<file path="src/rtl/rng_pkg.sv">
// rng_pkg: shared types, default constants and the Galois step helper
// for the rng_lfsr random number generator.
//   rng_state_t      - FSM encoding (IDLE accepts requests, GEN steps)
//   DEFAULT_TAPS_16  - maximal-length 16-bit Galois feedback mask
//   DEFAULT_SEED_16  - non-zero reset seed
//   galois_step()    - one right-shifting Galois step on a zero-extended word
package rng_pkg;

    typedef enum logic {
        IDLE = 1'b0,
        GEN  = 1'b1
    } rng_state_t;

    localparam logic [15:0] DEFAULT_TAPS_16 = 16'hB400;
    localparam logic [15:0] DEFAULT_SEED_16 = 16'hACE1;

    // galois_step works on a fixed wide word so that any LFSR width up to
    // RNG_MAX_W-1 can share it; callers zero-extend and slice the result.
    localparam int RNG_MAX_W = 64;

    function automatic logic [RNG_MAX_W-1:0] galois_step(
        input logic [RNG_MAX_W-1:0] lfsr,
        input logic [RNG_MAX_W-1:0] taps
    );
        return (lfsr >> 1) ^ (lfsr[0] ? taps : '0);
    endfunction

endpackage

</file>
<file path="src/rtl/rng_lfsr_if.sv">
// rng_lfsr_if: request/result handshake between a requester and rng_lfsr.
//   req       - requester asks for DATA_OUT_WIDTH fresh bits
//   ready     - generator is idle and will accept req at this clock edge
//   out_valid - one-cycle pulse, out carries a new value
//   out       - result, held stable until the next out_valid
// Handshake: a request is accepted at a rising edge where req and ready are
// both high; req while ready is low is simply ignored (not queued), so the
// requester holds or reissues it. out_valid is a pulse, not a valid/ready
// pair: the result is not back-pressured and the consumer must take it.
interface rng_lfsr_if #(
    parameter int DATA_OUT_WIDTH = 2
);
    logic                      req;
    logic                      ready;
    logic                      out_valid;
    logic [DATA_OUT_WIDTH-1:0] out;

    modport master (
        output req,
        input  ready,
        input  out_valid,
        input  out
    );

    modport slave (
        input  req,
        output ready,
        output out_valid,
        output out
    );
endinterface

</file>
<file path="src/rtl/rng_lfsr_core.sv">
// lfsr_core: Galois LFSR register with load, step and zero guard.
//   clk, rst   - clock, synchronous active-high reset (loads DEFAULT_SEED)
//   step_en    - advance one Galois step this cycle
//   load_en    - load load_val this cycle (wins over step_en)
//   load_val   - value to load
//   lfsr       - current register contents (never zero)
//   next_bits  - low OUT_WIDTH bits of the stepped value
module lfsr_core
    import rng_pkg::*;
#(
    parameter int                    LFSR_WIDTH   = 16,
    parameter int                    OUT_WIDTH    = 2,
    parameter logic [LFSR_WIDTH-1:0] TAPS         = LFSR_WIDTH'(DEFAULT_TAPS_16),
    parameter logic [LFSR_WIDTH-1:0] DEFAULT_SEED = LFSR_WIDTH'(DEFAULT_SEED_16)
) (
    input  logic                  clk,
    input  logic                  rst,
    input  logic                  step_en,
    input  logic                  load_en,
    input  logic [LFSR_WIDTH-1:0] load_val,
    output logic [LFSR_WIDTH-1:0] lfsr,
    output logic [OUT_WIDTH-1:0]  next_bits
);

    logic [RNG_MAX_W-1:0]            wide_next;
    logic [RNG_MAX_W-LFSR_WIDTH-1:0] unused_hi;
    logic [LFSR_WIDTH-1:0]           lfsr_next;
    logic [LFSR_WIDTH-1:0]           lfsr_d;
    logic [LFSR_WIDTH-1:0]           lfsr_q;

    assign wide_next              = galois_step(RNG_MAX_W'(lfsr_q), RNG_MAX_W'(TAPS));
    assign {unused_hi, lfsr_next} = wide_next;

    // The guard sits after the mux so every path into the register (seed
    // load, entropy fold, step) is covered by the same single check.
    always_comb begin
        lfsr_d = lfsr_q;
        if (load_en) begin
            lfsr_d = load_val;
        end else if (step_en) begin
            lfsr_d = lfsr_next;
        end
        if (lfsr_d == '0) begin
            lfsr_d = DEFAULT_SEED;
        end
    end

    always_ff @(posedge clk) begin
        if (rst) begin
            lfsr_q <= DEFAULT_SEED;
        end else begin
            lfsr_q <= lfsr_d;
        end
    end

    assign lfsr      = lfsr_q;
    assign next_bits = lfsr_next[OUT_WIDTH-1:0];

endmodule

</file>
<file path="src/rtl/rng_lfsr.sv">
// rng_lfsr: on-demand pseudo-random generator for the Genius game core.
// Each accepted request steps the Galois LFSR DATA_OUT_WIDTH times and
// returns the low bits of the final value. A free-running entropy counter
// can be XOR-folded into the LFSR on a user event; load_seed reseeds it.
//   clk, rst     - clock, synchronous active-high reset
//   seed         - explicit seed (zero is replaced by DEFAULT_SEED)
//   load_seed    - load seed now; aborts an in-flight generation
//   entropy_evt  - fold the entropy counter into the LFSR (IDLE only)
//   bus          - req/ready/out_valid/out handshake (slave side)
//   dbg_state    - FSM state register
//   dbg_lfsr     - LFSR register contents
module rng_lfsr
    import rng_pkg::*;
#(
    parameter int                    LFSR_WIDTH     = 16,
    parameter int                    DATA_OUT_WIDTH = 2,
    parameter logic [LFSR_WIDTH-1:0] TAPS           = LFSR_WIDTH'(DEFAULT_TAPS_16),
    parameter logic [LFSR_WIDTH-1:0] DEFAULT_SEED   = LFSR_WIDTH'(DEFAULT_SEED_16)
) (
    input  logic                  clk,
    input  logic                  rst,
    input  logic [LFSR_WIDTH-1:0] seed,
    input  logic                  load_seed,
    input  logic                  entropy_evt,
    rng_lfsr_if.slave             bus,
    output rng_state_t            dbg_state,
    output logic [LFSR_WIDTH-1:0] dbg_lfsr
);

    if (LFSR_WIDTH < 3 || LFSR_WIDTH >= RNG_MAX_W) begin : g_bad_width
        $error("rng_lfsr: LFSR_WIDTH out of range");
    end
    if (DATA_OUT_WIDTH < 1 || DATA_OUT_WIDTH > LFSR_WIDTH) begin : g_bad_out
        $error("rng_lfsr: DATA_OUT_WIDTH must be 1..LFSR_WIDTH");
    end
    if (TAPS[LFSR_WIDTH-1] != 1'b1) begin : g_bad_taps
        $error("rng_lfsr: TAPS must have its top bit set");
    end
    if (DEFAULT_SEED == '0) begin : g_bad_seed
        $error("rng_lfsr: DEFAULT_SEED must be non-zero");
    end

    localparam int STEP_W = (DATA_OUT_WIDTH > 1) ? $clog2(DATA_OUT_WIDTH) : 1;
    localparam logic [STEP_W-1:0] LAST_STEP = STEP_W'(DATA_OUT_WIDTH - 1);

    rng_state_t                state_q, state_d;
    logic [STEP_W-1:0]         step_q, step_d;
    logic [LFSR_WIDTH-1:0]     ent_cnt_q;
    logic [DATA_OUT_WIDTH-1:0] out_q, out_d;
    logic                      valid_q, valid_d;

    logic                      step_en;
    logic                      load_en;
    logic [LFSR_WIDTH-1:0]     load_val;
    logic [LFSR_WIDTH-1:0]     lfsr;
    logic [DATA_OUT_WIDTH-1:0] next_bits;

    lfsr_core #(
        .LFSR_WIDTH   (LFSR_WIDTH),
        .OUT_WIDTH    (DATA_OUT_WIDTH),
        .TAPS         (TAPS),
        .DEFAULT_SEED (DEFAULT_SEED)
    ) u_core (
        .clk       (clk),
        .rst       (rst),
        .step_en   (step_en),
        .load_en   (load_en),
        .load_val  (load_val),
        .lfsr      (lfsr),
        .next_bits (next_bits)
    );

    // State register, step counter, entropy counter and output registers.
    always_ff @(posedge clk) begin
        if (rst) begin
            state_q   <= IDLE;
            step_q    <= '0;
            ent_cnt_q <= '0;
            out_q     <= '0;
            valid_q   <= 1'b0;
        end else begin
            state_q   <= state_d;
            step_q    <= step_d;
            ent_cnt_q <= ent_cnt_q + 1'b1;
            out_q     <= out_d;
            valid_q   <= valid_d;
        end
    end

    // Next state. load_seed beats everything; entropy beats req in IDLE.
    always_comb begin
        state_d = state_q;
        step_d  = step_q;
        if (load_seed) begin
            state_d = IDLE;
            step_d  = '0;
        end else begin
            case (state_q)
                IDLE: begin
                    if (!entropy_evt && bus.req) begin
                        state_d = GEN;
                        step_d  = '0;
                    end
                end
                GEN: begin
                    if (step_q == LAST_STEP) begin
                        state_d = IDLE;
                        step_d  = '0;
                    end else begin
                        step_d = step_q + 1'b1;
                    end
                end
                default: begin
                    state_d = IDLE;
                    step_d  = '0;
                end
            endcase
        end
    end

    // Datapath controls and output register inputs.
    always_comb begin
        step_en  = 1'b0;
        load_en  = 1'b0;
        load_val = seed;
        out_d    = out_q;
        valid_d  = 1'b0;
        if (load_seed) begin
            load_en  = 1'b1;
            load_val = seed;
        end else if (state_q == IDLE) begin
            if (entropy_evt) begin
                load_en  = 1'b1;
                load_val = lfsr ^ ent_cnt_q;
            end
        end else begin
            step_en = 1'b1;
            if (step_q == LAST_STEP) begin
                out_d   = next_bits;
                valid_d = 1'b1;
            end
        end
    end

    assign bus.ready     = (state_q == IDLE);
    assign bus.out_valid = valid_q;
    assign bus.out       = out_q;
    assign dbg_state     = state_q;
    assign dbg_lfsr      = lfsr;

endmodule

</file>
<file path="src/flat_wrapper.sv">
// flat-port wrapper written by rule: the top's interface ports become plain ports
module rng_lfsr_flat import rng_pkg::*;
#(
    parameter int                    LFSR_WIDTH     = 16,
    parameter int                    DATA_OUT_WIDTH = 2,
    parameter logic [LFSR_WIDTH-1:0] TAPS           = LFSR_WIDTH'(DEFAULT_TAPS_16),
    parameter logic [LFSR_WIDTH-1:0] DEFAULT_SEED   = LFSR_WIDTH'(DEFAULT_SEED_16)
)
  (clk, rst, seed, load_seed, entropy_evt, dbg_state, dbg_lfsr, bus_req, bus_ready, bus_out_valid, bus_out);
  rng_lfsr_if #(.DATA_OUT_WIDTH(DATA_OUT_WIDTH)) bus_i ();
  input  logic clk;
  input  logic rst;
  input  logic [LFSR_WIDTH-1:0] seed;
  input  logic load_seed;
  input  logic entropy_evt;
  output rng_state_t dbg_state;
  output logic [LFSR_WIDTH-1:0] dbg_lfsr;
  input wire logic [$bits(bus_i.req)-1:0] bus_req;
  output wire logic [$bits(bus_i.ready)-1:0] bus_ready;
  output wire logic [$bits(bus_i.out_valid)-1:0] bus_out_valid;
  output wire logic [$bits(bus_i.out)-1:0] bus_out;
  assign bus_i.req = bus_req;
  assign bus_ready = bus_i.ready;
  assign bus_out_valid = bus_i.out_valid;
  assign bus_out = bus_i.out;
  rng_lfsr #(.LFSR_WIDTH(LFSR_WIDTH), .DATA_OUT_WIDTH(DATA_OUT_WIDTH), .TAPS(TAPS), .DEFAULT_SEED(DEFAULT_SEED)) u_core (.clk(clk), .rst(rst), .seed(seed), .load_seed(load_seed), .entropy_evt(entropy_evt), .bus(bus_i), .dbg_state(dbg_state), .dbg_lfsr(dbg_lfsr));
endmodule
</file>
<file path="config.mk">
export PLATFORM = sky130hd
export DESIGN_NAME = rng_lfsr_flat
export DESIGN_NICKNAME = d
export VERILOG_FILES = /design/src/rtl/rng_pkg.sv /design/src/rtl/rng_lfsr_if.sv /design/src/rtl/rng_lfsr_core.sv /design/src/rtl/rng_lfsr.sv /design/src/flat_wrapper.sv
export SDC_FILE = /design/constraint.sdc
export NUM_CORES = 1
export LEC_CHECK = 0
export BUFFER_PORTS_ARGS = -buffer_cell sky130_fd_sc_hd__buf_4
export CAP_MARGIN = 0
export CORE_ASPECT_RATIO = 1.2
export CORE_MARGIN = 5
export CORE_UTILIZATION = 30
export CTS_BUF_LIST = sky130_fd_sc_hd__clkbuf_8 sky130_fd_sc_hd__clkbuf_16
export DETAILED_ROUTE_END_ITERATION = 7
export MAX_ROUTING_LAYER = met4
export SLEW_MARGIN = 20
export SYNTH_ARGS = -nofsm -noshare
export SYNTH_HDL_FRONTEND = slang
export SYNTH_SLANG_ARGS = --single-unit
</file>
<file path="constraint.sdc">
create_clock -name clk -period 2.1 [get_ports clk]
set_input_delay 0 -clock clk [delete_from_list [all_inputs] [get_ports clk]]
set_output_delay 0 -clock clk [all_outputs]
set_load 0.1 [all_outputs]
</file>
### Word-level counts from Yosys, hierarchy flattened

Cells that the tools add are included.
W data, S select, Z words.

| word-level totals | value |
|---|---|
| flip-flop bits (word level) | 37 |
| latch bits | 0 |
| RAM bits | 0 |
| ROM bits | 0 |
| bits of input ports | 21 |
| logic and storage cells | 38 |
| memories kept | 0 |

| operators by class | value |
|---|---|
| add/subtract/negate cells | 2 |
| multiply operators | 0 |
| divide/modulo/power cells | 0 |
| magnitude comparators | 0 |
| equal/unequal tests | 1 |
| shift operators | 0 |
| muxes and demuxes | 18 |
| bitwise logic cells | 4 |
| reduce and logical (&&, ||, !) cells | 7 |

Operators with widths:

| kind | number |
|---|---|
| $mux W16 | 6 |
| $add A16 B1 Y16 const B | 1 |
| $logic_not A16 Y1 | 1 |
| $xor A15 B16 Y16 | 1 |
| $xor A16 B16 Y16 | 1 |
| $mux W1 | 10 |
| $pmux W1 S2 | 2 |
| $reduce_or A2 Y1 | 2 |
| $reduce_and A3 Y1 | 1 |
| $reduce_or A3 Y1 | 1 |
| $ne A2 B1 Y1 const B | 1 |
| $not A1 Y1 | 2 |
| $add A1 B1 Y1 const B | 1 |
| $logic_and A1 B1 Y1 | 1 |
| $logic_not A1 Y1 | 1 |

### Logic depth before layout (Yosys ltp)

Gate-level depths: netlist of the first run.

| logic depth | value |
|---|---|
| depth in word-level cells | 7 |
| mapped depth | 8 |
| depth with buffers taken out | 6 |

### Cells and area by module

Synthesis of the first run repeated with hierarchy kept, for this count alone.

| unflattened totals | value |
|---|---|
| cells, all modules | 252 |
| area, all modules | 2165.8 µm² |

By module, submodules not included:

| module | times used | cells an instance | area an instance (µm²) | sequential area each (µm²) |
|---|---|---|---|---|
| rng_lfsr | 1 | 154 | 1227.4 | 420.4 |
| lfsr_core | 1 | 98 | 938.4 | 320.3 |

### Least setup slack after synthesis of the first run

OpenSTA, ideal clock, no wires.

| timing path | value |
|---|---|
| path type | register to register |
| start point | register u_core.state_q (netlist: u_core.dbg_state) |
| end point | register u_core.u_core.lfsr_q[11] (netlist: u_core.u_core.lfsr[11]) |
| library setup time | 0.080 ns |
| arrival time | 2.819 ns |
| slack | -0.799 ns |
| cell stages (with the launch flop) | 8 |
| path buffers | 1 |
| clock period less this slack | 2.899 ns |
| cell sequence | dfxtp_1 -> buf_2 -> inv_1 -> nor3_1 -> o311ai_0 -> a2111oi_2 -> a31oi_2 -> o211ai_1 |

| between the ends | value |
|---|---|
| longest elaborated chain between the ends | 6 |

Ends and longest elaborated chain:

| element | RTL line | text |
|---|---|---|
| start: declaration | rng_lfsr.sv:46 | `rng_state_t state_q, state_d;` |
| start signal: assignment | rng_lfsr.sv:82 | `state_q <= state_d;` |
| $mux W1 | rng_lfsr.sv:131 | `end else if (state_q == IDLE) begin` |
| $mux W1 | rng_lfsr.sv:128 | `if (load_seed) begin` |
| $mux W16 | rng_lfsr_core.sv:40 | `end else if (step_en) begin` |
| $mux W16 (*) | rng_lfsr_core.sv:38 | `if (load_en) begin` |
| $logic_not A16 Y1 | rng_lfsr_core.sv:43 | `if (lfsr_d == '0) begin` |
| $reduce_or A2 Y1 (no line) | -- |  |
| end signal: assignment | rng_lfsr_core.sv:52 | `lfsr_q <= lfsr_d;` |
| end: declaration | rng_lfsr_core.sv:29 | `logic [LFSR_WIDTH-1:0] lfsr_q;` |

Every way passes the cells marked *; elsewhere a longest branch is shown, timed or not.
A chain may end at the register's enable or synchronous reset.

### Final worst setup path of the first run

| timing path | value |
|---|---|
| start point | input port seed[5] |
| end point | register u_core.u_core.lfsr_q[11] (netlist: u_core.u_core.lfsr[11]) |

| between the ends | value |
|---|---|
| longest elaborated chain between the ends | 6 |

Ends and longest elaborated chain:

| element | RTL line | text |
|---|---|---|
| start: declaration | flat_wrapper.sv:13 | `input logic [LFSR_WIDTH-1:0] seed;` |
| $mux W16 | rng_lfsr.sv:132 | `if (entropy_evt) begin` |
| $mux W16 | rng_lfsr.sv:131 |  |
| $mux W16 (*) | rng_lfsr.sv:128 |  |
| $mux W16 (*) | rng_lfsr_core.sv:38 |  |
| $logic_not A16 Y1 (*) | rng_lfsr_core.sv:43 |  |
| $reduce_or A2 Y1 (no line) (*) | -- |  |

Marks and branches as above.

==> results of run 1 <==
==> repair_timing <==
item                                    CTS  global route
setup buffers                             2             2
endpoints found under the setup margin    6             8
gates cloned                              0             0
endpoints found under the hold margin    13             0
hold buffers                             13             0
resized for setup                         3            15
pin swaps                                 2            11
==> layout make-up <==
class                   count  area, µm²
flip-flops and latches     37        752
inverters                   4       18.8
well taps                  87        109
repair buffers             69        554
clock buffers               6       82.6
clock inverters             2       7.51
fillers                   702       3890
multi-input cells         189       1350
==> logic make-up after synthesis <==
| group | count (synthesis) | share of synthesized area |
|---|---|---|
| buf+inv | 20 | 0.0435 |
| mux | 4 | 0.0193 |
| xor+xnor | 20 | 0.0846 |
| simple gates | 112 | 0.288 |
| compound gates | 52 | 0.201 |
| fa+ha+maj | 1 | 0.00604 |
| flops | 37 | 0.358 |
==> cell usage after synthesis, types with 4 or more instances <==
cell / count / area share
nand2b_1: 5 / 0.015
a221oi_1: 5 / 0.021
and2b_1: 4 / 0.015
o211ai_1: 4 / 0.015
a21oi_1: 11 / 0.027
nor4bb_1: 5 / 0.024
mux2i_1: 4 / 0.019
dfxtp_1: 37 / 0.36
nor2b_1: 6 / 0.018
nor2_1: 30 / 0.054
nor3_1: 5 / 0.012
o31ai_1: 5 / 0.018
xnor2_1: 5 / 0.021
nand3_1: 7 / 0.017
o21ai_0: 9 / 0.022
nand4_1: 6 / 0.018
clkbuf_1: 8 / 0.015
nand2_1: 26 / 0.047
xor2_1: 15 / 0.063
==> state kept, by name (all words and copies together) (netlist names) <==
name,cells
u_core.ent_cnt_q,16
u_core.bus.out,2
u_core.step_q,1
u_core.dbg_state,1
u_core.bus.out_valid,1
u_core.u_core.lfsr,16
==> cells in the final DEF, fill, tap and decap left out, types with 3 or more instances in the layout <==
master	n
inv_1	4
nand3_1	7
nor2_1	30
mux2i_1	4
a2111oi_4	4
nor2b_1	6
and3b_1	3
dlygate4sd3_1	13
nor4bb_1	5
o211ai_1	4
clkbuf_8	6
dfxtp_1	32
a21boi_0	3
and2b_1	4
o21ai_0	8
nor3_1	3
nand4_1	6
a21oi_1	11
nand2_1	26
dfxtp_2	3
buf_4	55
nand2b_1	5
or3_1	3
xnor2_1	5
a221oi_1	3
xor2_1	15
and3_1	3
==> how the worst max path moves through the flow <==
stage	depth (start not counted)	start	endpoint
finish	8	seed[5]	u_core.u_core.lfsr[11]
global route	7	u_core.dbg_state	u_core.u_core.lfsr[7]
CTS	7	u_core.dbg_state	u_core.u_core.lfsr[7]
detailed placement	7	u_core.dbg_state	u_core.u_core.lfsr[7]
global placement	7	u_core.dbg_state	u_core.u_core.lfsr[13]
floorplan	7	u_core.dbg_state	u_core.u_core.lfsr[13]
==> where the power goes <==
part	total [mW]	internal [mW]	switching [mW]	leakage, nW
Clock	0.519	0.258	0.261	0.0538
Combinational	0.480	0.165	0.315	0.746
Sequential	0.765	0.729	0.0359	0.304
==> routing by layer <==
layer  GRT usage  vias to the layer above  part of all wire
li1            -                      994                 -
met1       0.184                      926              0.44
met2       0.239                       58              0.49
met3      0.0180                       11             0.048
met4      0.0524                        0             0.020
met5           -                        -                 0
==> worst max-delay path: stages <==
cell	delay, ns
dlygate4sd3_1	0.54
buf_4	0.14
or4_1	0.46
o21ai_0	0.30
o311ai_4	0.18
a2111oi_4	0.28
a31oi_4	0.20
o211ai_1	0.13
==> through the flow <==
stage          instance area (µm²)  instances  setup TNS (ns)  total power [mW]
6_report                      2880        394               0              1.76
4_1_cts                       2780        392               0              1.75
3_3_place_gp                  2520        369               0              1.21
2_1_floorplan                 2100        246           -1.15              1.09
3_5_place_dp                  2520        369         -0.0287              1.21
5_1_grt                       2880        394               0              1.83
==> reports/qor.log, run 1 <==
qor: global_routing.grt_pass1_wl 9.61 mm
qor: logic_synthesis.post_synth_edffs 0
qor: timing.final.setup.worst_slack 0.0848 ns
qor: clocking.tritoncts.num_buffers 5
qor: min_path.min-delay-start seed[4]
qor: layout.post_layout_net_count 328
qor: flow_run.cap_viol_max_count 0
qor: power.max-vdd-ir-drop 0.244 mV
qor: critical_path.crit_path_end_kind flip-flop
qor: floorplan.die_area 8670 µm²
qor: critical_path.timing.reg2reg.setup_slack 0.11 ns
qor: routing.drc 0
qor: logic_synthesis.post_synth_num_cell_types 46
qor: floorplan.die_height 101 µm
qor: global_routing.grt_pass1_vias 1906
qor: timing.finalHoldViolations 0
qor: floorplan.core_area 6770 µm²
qor: placement.dp_slack -0.0183 ns
qor: floorplan.pin_count 42
qor: timing.worst_hold_slack 0.0271 ns
qor: clocking.clock_tree.buffer_depth 2
qor: logic_synthesis.synth_sequential_area_ratio 0.358
qor: logic_synthesis.async_flop_share 0
qor: floorplan.placement_rows 33
qor: clocking.clock_tree.htree_level_count 2
qor: timing.min_period_over_period 0.960
qor: routing.dr.first_iter.drc_count 163
qor: logic_synthesis.synth_fp_nets 268
qor: timing.report.final.setup_viol 0
qor: clocking.tritoncts_num_sinks 37
qor: routing.antenna_violating_nets_post_route 0
qor: clocking.clk_root_buffer_cell clkbuf_8
qor: critical_path.rr_startpoint u_core.dbg_state
qor: placement.finalWeightedCongestion 0.803
qor: routing.totalWireLength 6.11 mm
qor: placement.port-buffer-count 41
qor: routing.vias 1989
qor: min_path.worst_hold_path_type input pin to flip-flop
qor: status.run_status complete, no violations
qor: placement.dp_hpwl 4.30 mm
qor: global_routing.globalRoute.totalOverflow 0
qor: timing.max_slew.worst_pin.slew 0.513 ns
qor: floorplan.die_w 85.8 µm
qor: floorplan.floorplan.initialDensity 0.306
qor: timing.finalWorstPathRequiredPeriod 2.02 ns
qor: min_path.hold_path_end u_core.u_core.lfsr[4]
qor: logic_synthesis.synthesis.instances 246
qor: global_routing.grt.total_usage 0.146
qor: power.power.density_cell_area 613 nW/µm²
qor: logic_synthesis.ys_ff_latch 37
qor: critical_path.crit_fanout 8
qor: critical_path.cp_data_required_time 2.32 ns
qor: timing.timing.clock.skew 0.00861 ns
qor: timing.maxSlewViolCount 0
qor: critical_path.timing.setup.critical_path_class input pin to flip-flop
qor: min_path.min_delay_path_depth 4
qor: routing.detailedRoute.firstPassIterationCount 4
qor: layout.final_util 0.425
qor: critical_path.r2r.worst_path.cells 7
qor: layout.drive_above_1_share 0.287
qor: timing.maxSlewHeadroom 0.655
qor: logic_synthesis.ys.warnings.count 0
qor: routing.detail_route.vias_per_cell 5.05
qor: clocking.clkTransAtPathRegs 0.08 ns
qor: timing.max_freq 496 MHz
qor: routing.wl_per_cell 15.5 µm
qor: global_routing.largest_net_degree_at_the_start_of_global_routing 31
qor: clocking.cts_tree done
qor: power.leakagePower 1.10 nW
qor: logic_synthesis.synth_area_per_cell 8.42 µm²
qor: layout.antennaDiodeCount 0
qor: timing.grt_setup_unrepaired false
qor: logic_synthesis.syn_area 2070 µm²
qor: critical_path.startpoint_type input pin
qor: critical_path.rr_endpoint u_core.u_core.lfsr[11]
qor: critical_path.worst-endpoint-arrival 2.24 ns
qor: logic_synthesis.synthFlopType dfxtp_1
qor: layout.area_growth 38.9%
qor: global_routing.antenna_found_initial 0
qor: clocking.worstSkewPairLatency 0.29 ns
(Power assumes the default switching activity.)
==> inputs of run 2 (changes only) <==
- CORE_UTILIZATION: 30 -> 50
- PLACE_DENSITY: not set -> 0.73
- SYNTH_HIERARCHICAL: not set -> 1
==> reports/qor.log, run 2 <==
qor: layout.nFillCells 362
qor: critical_path.crit_start u_core/dbg_state
qor: timing.max_slew.worst_pin.slew 0.422 ns
qor: logic_synthesis.synth-adder-area-share 0.00578
qor: global_routing.grt_pass1_vias 1813
qor: logic_synthesis.synth_area_per_cell 8.59 µm²
qor: placement.port-buffer-count 41
qor: logic_synthesis.post_synth_num_cell_types 46
qor: critical_path.r2r.worst_path.cells 8
qor: placement.finalWeightedCongestion 0.812
qor: global_routing.antenna_found_initial 0
qor: clocking.tritoncts.num_buffers 5
qor: timing.min_period_over_period 0.999
qor: global_routing.largest_net_degree_at_the_start_of_global_routing 39
qor: critical_path.worst-endpoint-arrival 2.31 ns
qor: timing.timing.clock.skew 0.00931 ns
qor: layout.final_cell_mix buf_4 (51), nor2_1 (41), dfxtp_1 (36), a21oi_1 (24), xnor2_1 (17)
qor: status.run_status complete, no violations
qor: routing.vias 1935
qor: logic_synthesis.async_flop_share 0
qor: timing.worst_hold_slack 0.0335 ns
qor: logic_synthesis.synth_common_cells nor2_1 (42), dfxtp_1 (37), a21oi_1 (24)
qor: logic_synthesis.synthesis.instances 252
qor: critical_path.crit_path_end_kind flip-flop
qor: power.leakagePower 1.11 nW
qor: logic_synthesis.synth_mux_area_frac 0.131
qor: logic_synthesis.yosysTopAreaCell dfxtp_1
qor: floorplan.die_height 82.1 µm
qor: timing.maxSlewHeadroom 0.716
qor: logic_synthesis.post_synth_edffs 0
qor: logic_synthesis.synth_fp_nets 274
qor: layout.register_area 744 µm²
qor: logic_synthesis.syn_area 2170 µm²
qor: critical_path.startpoint_type flip-flop
qor: layout.multi_input_area 1340 µm²
qor: floorplan.pin_count 42
qor: logic_synthesis.synth.most_common_cell nor2_1
qor: global_routing.grt.total_usage 0.190
qor: logic_synthesis.ys_ff_latch 37
qor: critical_path.timing.critical_path.to u_core/u_core/lfsr[0]
qor: layout.antennaDiodeCount 0
qor: routing.wl_per_cell 15.0 µm
qor: floorplan.floorplan.initialDensity 0.512
qor: logic_synthesis.synth_top_area_share 0.342
qor: critical_path.timing.reg2reg.setup_slack 0.002 ns
qor: min_path.min_delay_path_depth 4
qor: logic_synthesis.main_combinational_cell_family_by_area_after_synthesis simple AND/OR/NAND/NOR gates
qor: logic_synthesis.synthFlopType dfxtp_1
qor: layout.post_layout_net_count 322
qor: placement.dp_hpwl 3.67 mm
qor: timing.maxSlewViolCount 0
qor: clocking.worstSkewPairLatency 0.29 ns
qor: logic_synthesis.synth_area_leaders dfxtp_1 (34%), mux2i_1 (7.4%), nor2_1 (7.3%)
qor: timing.max_freq 477 MHz
qor: routing.detail_route.vias_per_cell 5.44
qor: layout.layout_commonest_cell buf_4
qor: critical_path.timing.setup.critical_path_class flip-flop to flip-flop
qor: logic_synthesis.synth_sequential_area_ratio 0.342
qor: flow_run.cap_viol_max_count 0
qor: routing.drc 0
qor: layout.drive_above_1_share 0.280
qor: routing.totalWireLength 5.34 mm
qor: routing.dr.first_iter.drc_count 82
qor: timing.finalWorstPathRequiredPeriod 2.10 ns
qor: logic_synthesis.synthXorXnorAreaFrac 0.0890
qor: logic_synthesis.ys.warnings.count 6
qor: critical_path.crit_fanout 8
qor: clocking.clkTransAtPathRegs 0.08 ns
qor: global_routing.grt_pass1_wl 8.38 mm
qor: power.max-vdd-ir-drop 0.412 mV
qor: clocking.clock_tree.htree_level_count 2
qor: floorplan.die_w 70.1 µm
qor: logic_synthesis.synth_compound_gate_area_share 0.134
qor: clocking.tritoncts_num_sinks 37
qor: clocking.cts_tree done
qor: routing.antenna_violating_nets_post_route 0
qor: critical_path.rr_endpoint u_core/u_core/lfsr[0]
qor: clocking.clk_root_buffer_cell clkbuf_8
qor: floorplan.core_area 4230 µm²
qor: timing.finalHoldViolations 0
qor: logic_synthesis.yosys.area_share.simple 0.235
qor: layout.area_growth 26.6%
qor: layout.final_util 0.649
qor: timing.report.final.setup_viol 0
qor: timing.grt_setup_unrepaired true
qor: routing.detailedRoute.firstPassIterationCount 4
qor: power.power.density_cell_area 668 nW/µm²
qor: floorplan.die_area 5750 µm²
qor: min_path.worst_hold_path_type input pin to flip-flop
qor: critical_path.cp_data_required_time 2.31 ns
qor: clocking.clock_tree.buffer_depth 2
qor: floorplan.placement_rows 26
qor: global_routing.globalRoute.totalOverflow 0
qor: critical_path.rr_startpoint u_core/dbg_state
==> run 2: per-layer routing <==
| metal | vias to the layer above | GRT usage | routed length [µm] |
|---|---|---|---|
| met4 | 0 | 0.0881 | 129 |
| li1 | 985 | - | - |
| met5 | - | - | 0 |
| met3 | 11 | 0.0496 | 240 |
| met2 | 54 | 0.308 | 2640 |
| met1 | 885 | 0.223 | 2330 |
==> run 2: cell families after synthesis <==
| kind of cell | count (synthesis) |
|---|---|
| fa+ha+maj | 1 |
| compound gates | 51 |
| buf+inv | 21 |
| mux | 27 |
| flops | 37 |
| xor+xnor | 22 |
| simple gates | 93 |
==> run 2: per-stage QoR <==
step | setup TNS [ns] | instances | setup WS, ns | instance area, µm² | power (mW)
floorplan | -4.51 | 252 | -0.570 | 2190 | 1.19
global placement | 0 | 342 | 0.0897 | 2550 | 1.32
detailed placement | 0 | 342 | 0.0667 | 2550 | 1.32
CTS | 0 | 350 | 0.0138 | 2650 | 1.82
global route | -0.615 | 356 | -0.116 | 2740 | 1.91
finish | 0 | 356 | 0.00219 | 2740 | 1.83
==> run 2: worst min-delay path by stage <==
stage	start	endpoint	slack (ns)
global route	bus_req	u_core/step_q	0.06
detailed placement	load_seed	u_core/dbg_state	0.22
finish	bus_req	u_core/step_q	0.03
CTS	bus_req	u_core/step_q	0.03
floorplan	load_seed	u_core/dbg_state	0.07
global placement	load_seed	u_core/dbg_state	0.21
==> run 2: cell type report <==
cell class,count,area share
Inverter,6,0.00958
Clock inverter,1,0.00137
Multi-Input combinational cell,194,0.488
Tap cell,56,0.0255
Clock buffer,6,0.0301
Timing Repair Buffer,56,0.174
Sequential cell,37,0.271
==> run 2: power by group <==
group          internal, mW  total [mW]  switching, mW
clock                 0.256       0.497          0.241
sequential            0.734       0.786         0.0524
combinational         0.192       0.549          0.357
total                  1.18        1.83          0.650
==> run 2: critical path: stages (launching register included) <==
cell        delay (ns)
dfxtp_4           0.40
clkinvlp_4        0.14
nor2_4            0.18
buf_12            0.16
mux2_4            0.31
mux2i_1           0.20
and4_1            0.27
nand4_4           0.16
o21ai_1           0.20
==> run 2: repair_timing <==
| item | 4_1_cts | 5_1_grt |
|---|---|---|
| endpoints found under the hold margin | 2 | 0 |
| setup endpoints to repair | 0 | 8 |
| buffers inserted | 0 | 5 |
| gates resized for setup | 0 | 9 |
| hold buffers | 1 | 0 |
==> inputs of run 3 (changes only) <==
- BUFFER_PORTS_ARGS: -buffer_cell sky130_fd_sc_hd__buf_4 -> -buffer_cell sky130_fd_sc_hd__buf_2
==> reports/qor.log, run 3 (synthesis results as in run 2) <==
qor: status.run_status finished with violations
qor: status.failing_checks setup timing
qor: layout.antennaDiodeCount 0
qor: placement.port-buffer-count 41
qor: power.p_seq_frac 0.406
qor: floorplan.placement_rows 26
qor: routing.drc 0
qor: critical_path.cp_data_required_time 2.31 ns
qor: min_path.hold_path_end u_core/step_q
qor: critical_path.rr_startpoint u_core/dbg_state
qor: global_routing.antenna_found_initial 0
qor: routing.antenna_violating_nets_post_route 0
qor: power.power.clock.fraction 0.287
qor: global_routing.grt_pass1_wl 8.10 mm
qor: clocking.clkTransAtPathRegs 0.07 ns
qor: layout.post_layout_net_count 337
qor: min_path.min_delay_path_depth 4
qor: power.max-vdd-ir-drop 0.334 mV
qor: power.switching_power 0.694 mW
qor: clocking.clock_tree.buffer_depth 2
qor: placement.dp_hpwl 3.74 mm
qor: critical_path.r2r.worst_path.cells 8
qor: timing.finalHoldViolations 0
qor: placement.finalWeightedCongestion 0.870
qor: floorplan.die_height 82.1 µm
qor: power.cell_internal_pwr 1.24 mW
qor: layout.final_cell_mix buf_2 (40), nor2_1 (40), dfxtp_1 (36), a21oi_1 (24), buf_4 (20)
qor: min_path.min-delay-start bus_req
qor: floorplan.pin_count 42
qor: routing.detailedRoute.firstPassIterationCount 4
qor: timing.grt_setup_unrepaired true
qor: critical_path.startpoint_type flip-flop
qor: power.power.switching_fraction 0.359
qor: clocking.cts_tree done
qor: layout.final_util 0.682
qor: clocking.worstSkewPairLatency 0.29 ns
qor: global_routing.grt.total_usage 0.183
qor: critical_path.timing.setup.critical_path_class flip-flop to flip-flop
qor: power.power.density_cell_area 670 nW/µm²
qor: timing.maxSlewHeadroom 0.675
qor: clocking.tritoncts_num_sinks 37
qor: power.leakagePower 1.17 nW
qor: layout.drive_above_1_share 0.351
qor: critical_path.crit_path_end_kind flip-flop
qor: floorplan.die_w 70.1 µm
qor: placement.dp_slack 0.0405 ns
qor: timing.max_slew.worst_pin.slew 0.491 ns
qor: min_path.worst_hold_path_type input pin to flip-flop
qor: floorplan.die_area 5750 µm²
qor: timing.final.setup.worst_slack -0.102 ns
qor: critical_path.timing.reg2reg.setup_slack -0.10 ns
qor: timing.max_freq 454 MHz
qor: layout.final_cell_area 2890 µm²
qor: timing.maxSlewViolCount 0
qor: routing.dr.first_iter.drc_count 103
qor: critical_path.rr_endpoint u_core/u_core/lfsr[7]
qor: floorplan.floorplan.initialDensity 0.512
qor: timing.min_period_over_period 1.05
qor: routing.wl_per_cell 16.4 µm
qor: timing.report.final.setup_viol 6
qor: layout.nFillCells 323
qor: routing.totalWireLength 6.10 mm
qor: clocking.clk_root_buffer_cell clkbuf_8
qor: clocking.clock_tree.htree_level_count 2
qor: timing.timing.clock.skew 0.00241 ns
qor: global_routing.globalRoute.totalOverflow 0
qor: critical_path.worst-endpoint-arrival 2.41 ns
qor: global_routing.largest_net_degree_at_the_start_of_global_routing 33
qor: critical_path.crit_fanout 8
qor: timing.worst_hold_slack 0.0551 ns
qor: global_routing.grt_pass1_vias 1748
qor: routing.vias 2054
qor: placement.placed_cell_area 2430 µm²
qor: power.comb_power_share 0.308
qor: floorplan.core_area 4230 µm²
qor: timing.finalWorstPathRequiredPeriod 2.20 ns
qor: routing.detail_route.vias_per_cell 5.52
qor: flow_run.cap_viol_max_count 0
qor: clocking.tritoncts.num_buffers 5
qor: layout.area_growth 33.2%
qor: timing.timing.setup.tns -0.240 ns
## run 3: cell count changes in the layout (fill, tap and decap cells not counted), sizes merged
cell | previous run | this run
inv | 6 | 5
buf | 54 | 67
clkinv | 0 | 1
clkbuf | 7 | 10
## run 3: power by group through the flow
stage                     clock network (mW)  registers (mW)  logic, mW
after floorplan                            0           0.981      0.211
after global placement                     0           0.797      0.486
after detailed placement                   0           0.798      0.492
after CTS                              0.564           0.781      0.495
after global routing                   0.592           0.789      0.624
final                                  0.554           0.784      0.595
## run 3: worst max path at each step
stage | cells past startpoint | endpoint | slack, ns | startpoint
finish | 8 | u_core/u_core/lfsr[7] | -0.10 | u_core/dbg_state
global route | 8 | u_core/u_core/lfsr[7] | -0.16 | u_core/dbg_state
CTS | 10 | u_core/u_core/lfsr[5] | 0.01 | load_seed
detailed placement | 8 | u_core/u_core/lfsr[5] | 0.04 | u_core/dbg_state
global placement | 8 | u_core/u_core/lfsr[5] | 0.07 | u_core/dbg_state
floorplan | 9 | u_core/u_core/lfsr[5] | -0.57 | u_core/dbg_state
## run 3: final cells by class
| class | count | area [µm²] | area share |
|---|---|---|---|
| multi-input combinational | 194 | 1390 | 0.480 |
| sequential | 37 | 744 | 0.258 |
| timing repair buffer | 71 | 558 | 0.193 |
| clock buffer | 7 | 96.3 | 0.0334 |
| tap | 56 | 70.1 | 0.0243 |
| inverter | 6 | 26.3 | 0.00911 |
| clock inverter | 1 | 5.00 | 0.00173 |
## run 3: critical path, stage by stage (launching register included)
cell        delay (ns)
dfxtp_4           0.40
clkinvlp_4        0.12
nor2_4            0.19
buf_12            0.16
mux2_2            0.33
mux2i_1           0.19
and4b_1           0.29
nand4_4           0.18
o211ai_1          0.25
## run 3: repair_timing
action,in CTS,in global routing
hold buffers,1,0
endpoints found under the hold margin,2,0
buffers inserted,0,20
endpoints found under the setup margin,0,8
gates resized for setup,0,26
## run 3: per-stage QoR
| stage | std cells | power (mW) |
|---|---|---|
| after global routing | 372 | 2.01 |
| after CTS | 349 | 1.84 |
| after detailed placement | 340 | 1.29 |
| after global placement | 340 | 1.28 |
| after floorplan | 252 | 1.19 |
| final | 372 | 1.93 |
## run 3: routing by layer
metal  part of all wire  global-route usage  vias to the layer above
met4              0.016              0.0575                        0
met1               0.43               0.220                      981
met5                  0                   -                        -
met3              0.040              0.0363                       12
li1                   -                   -                     1005
met2               0.51               0.311                       56
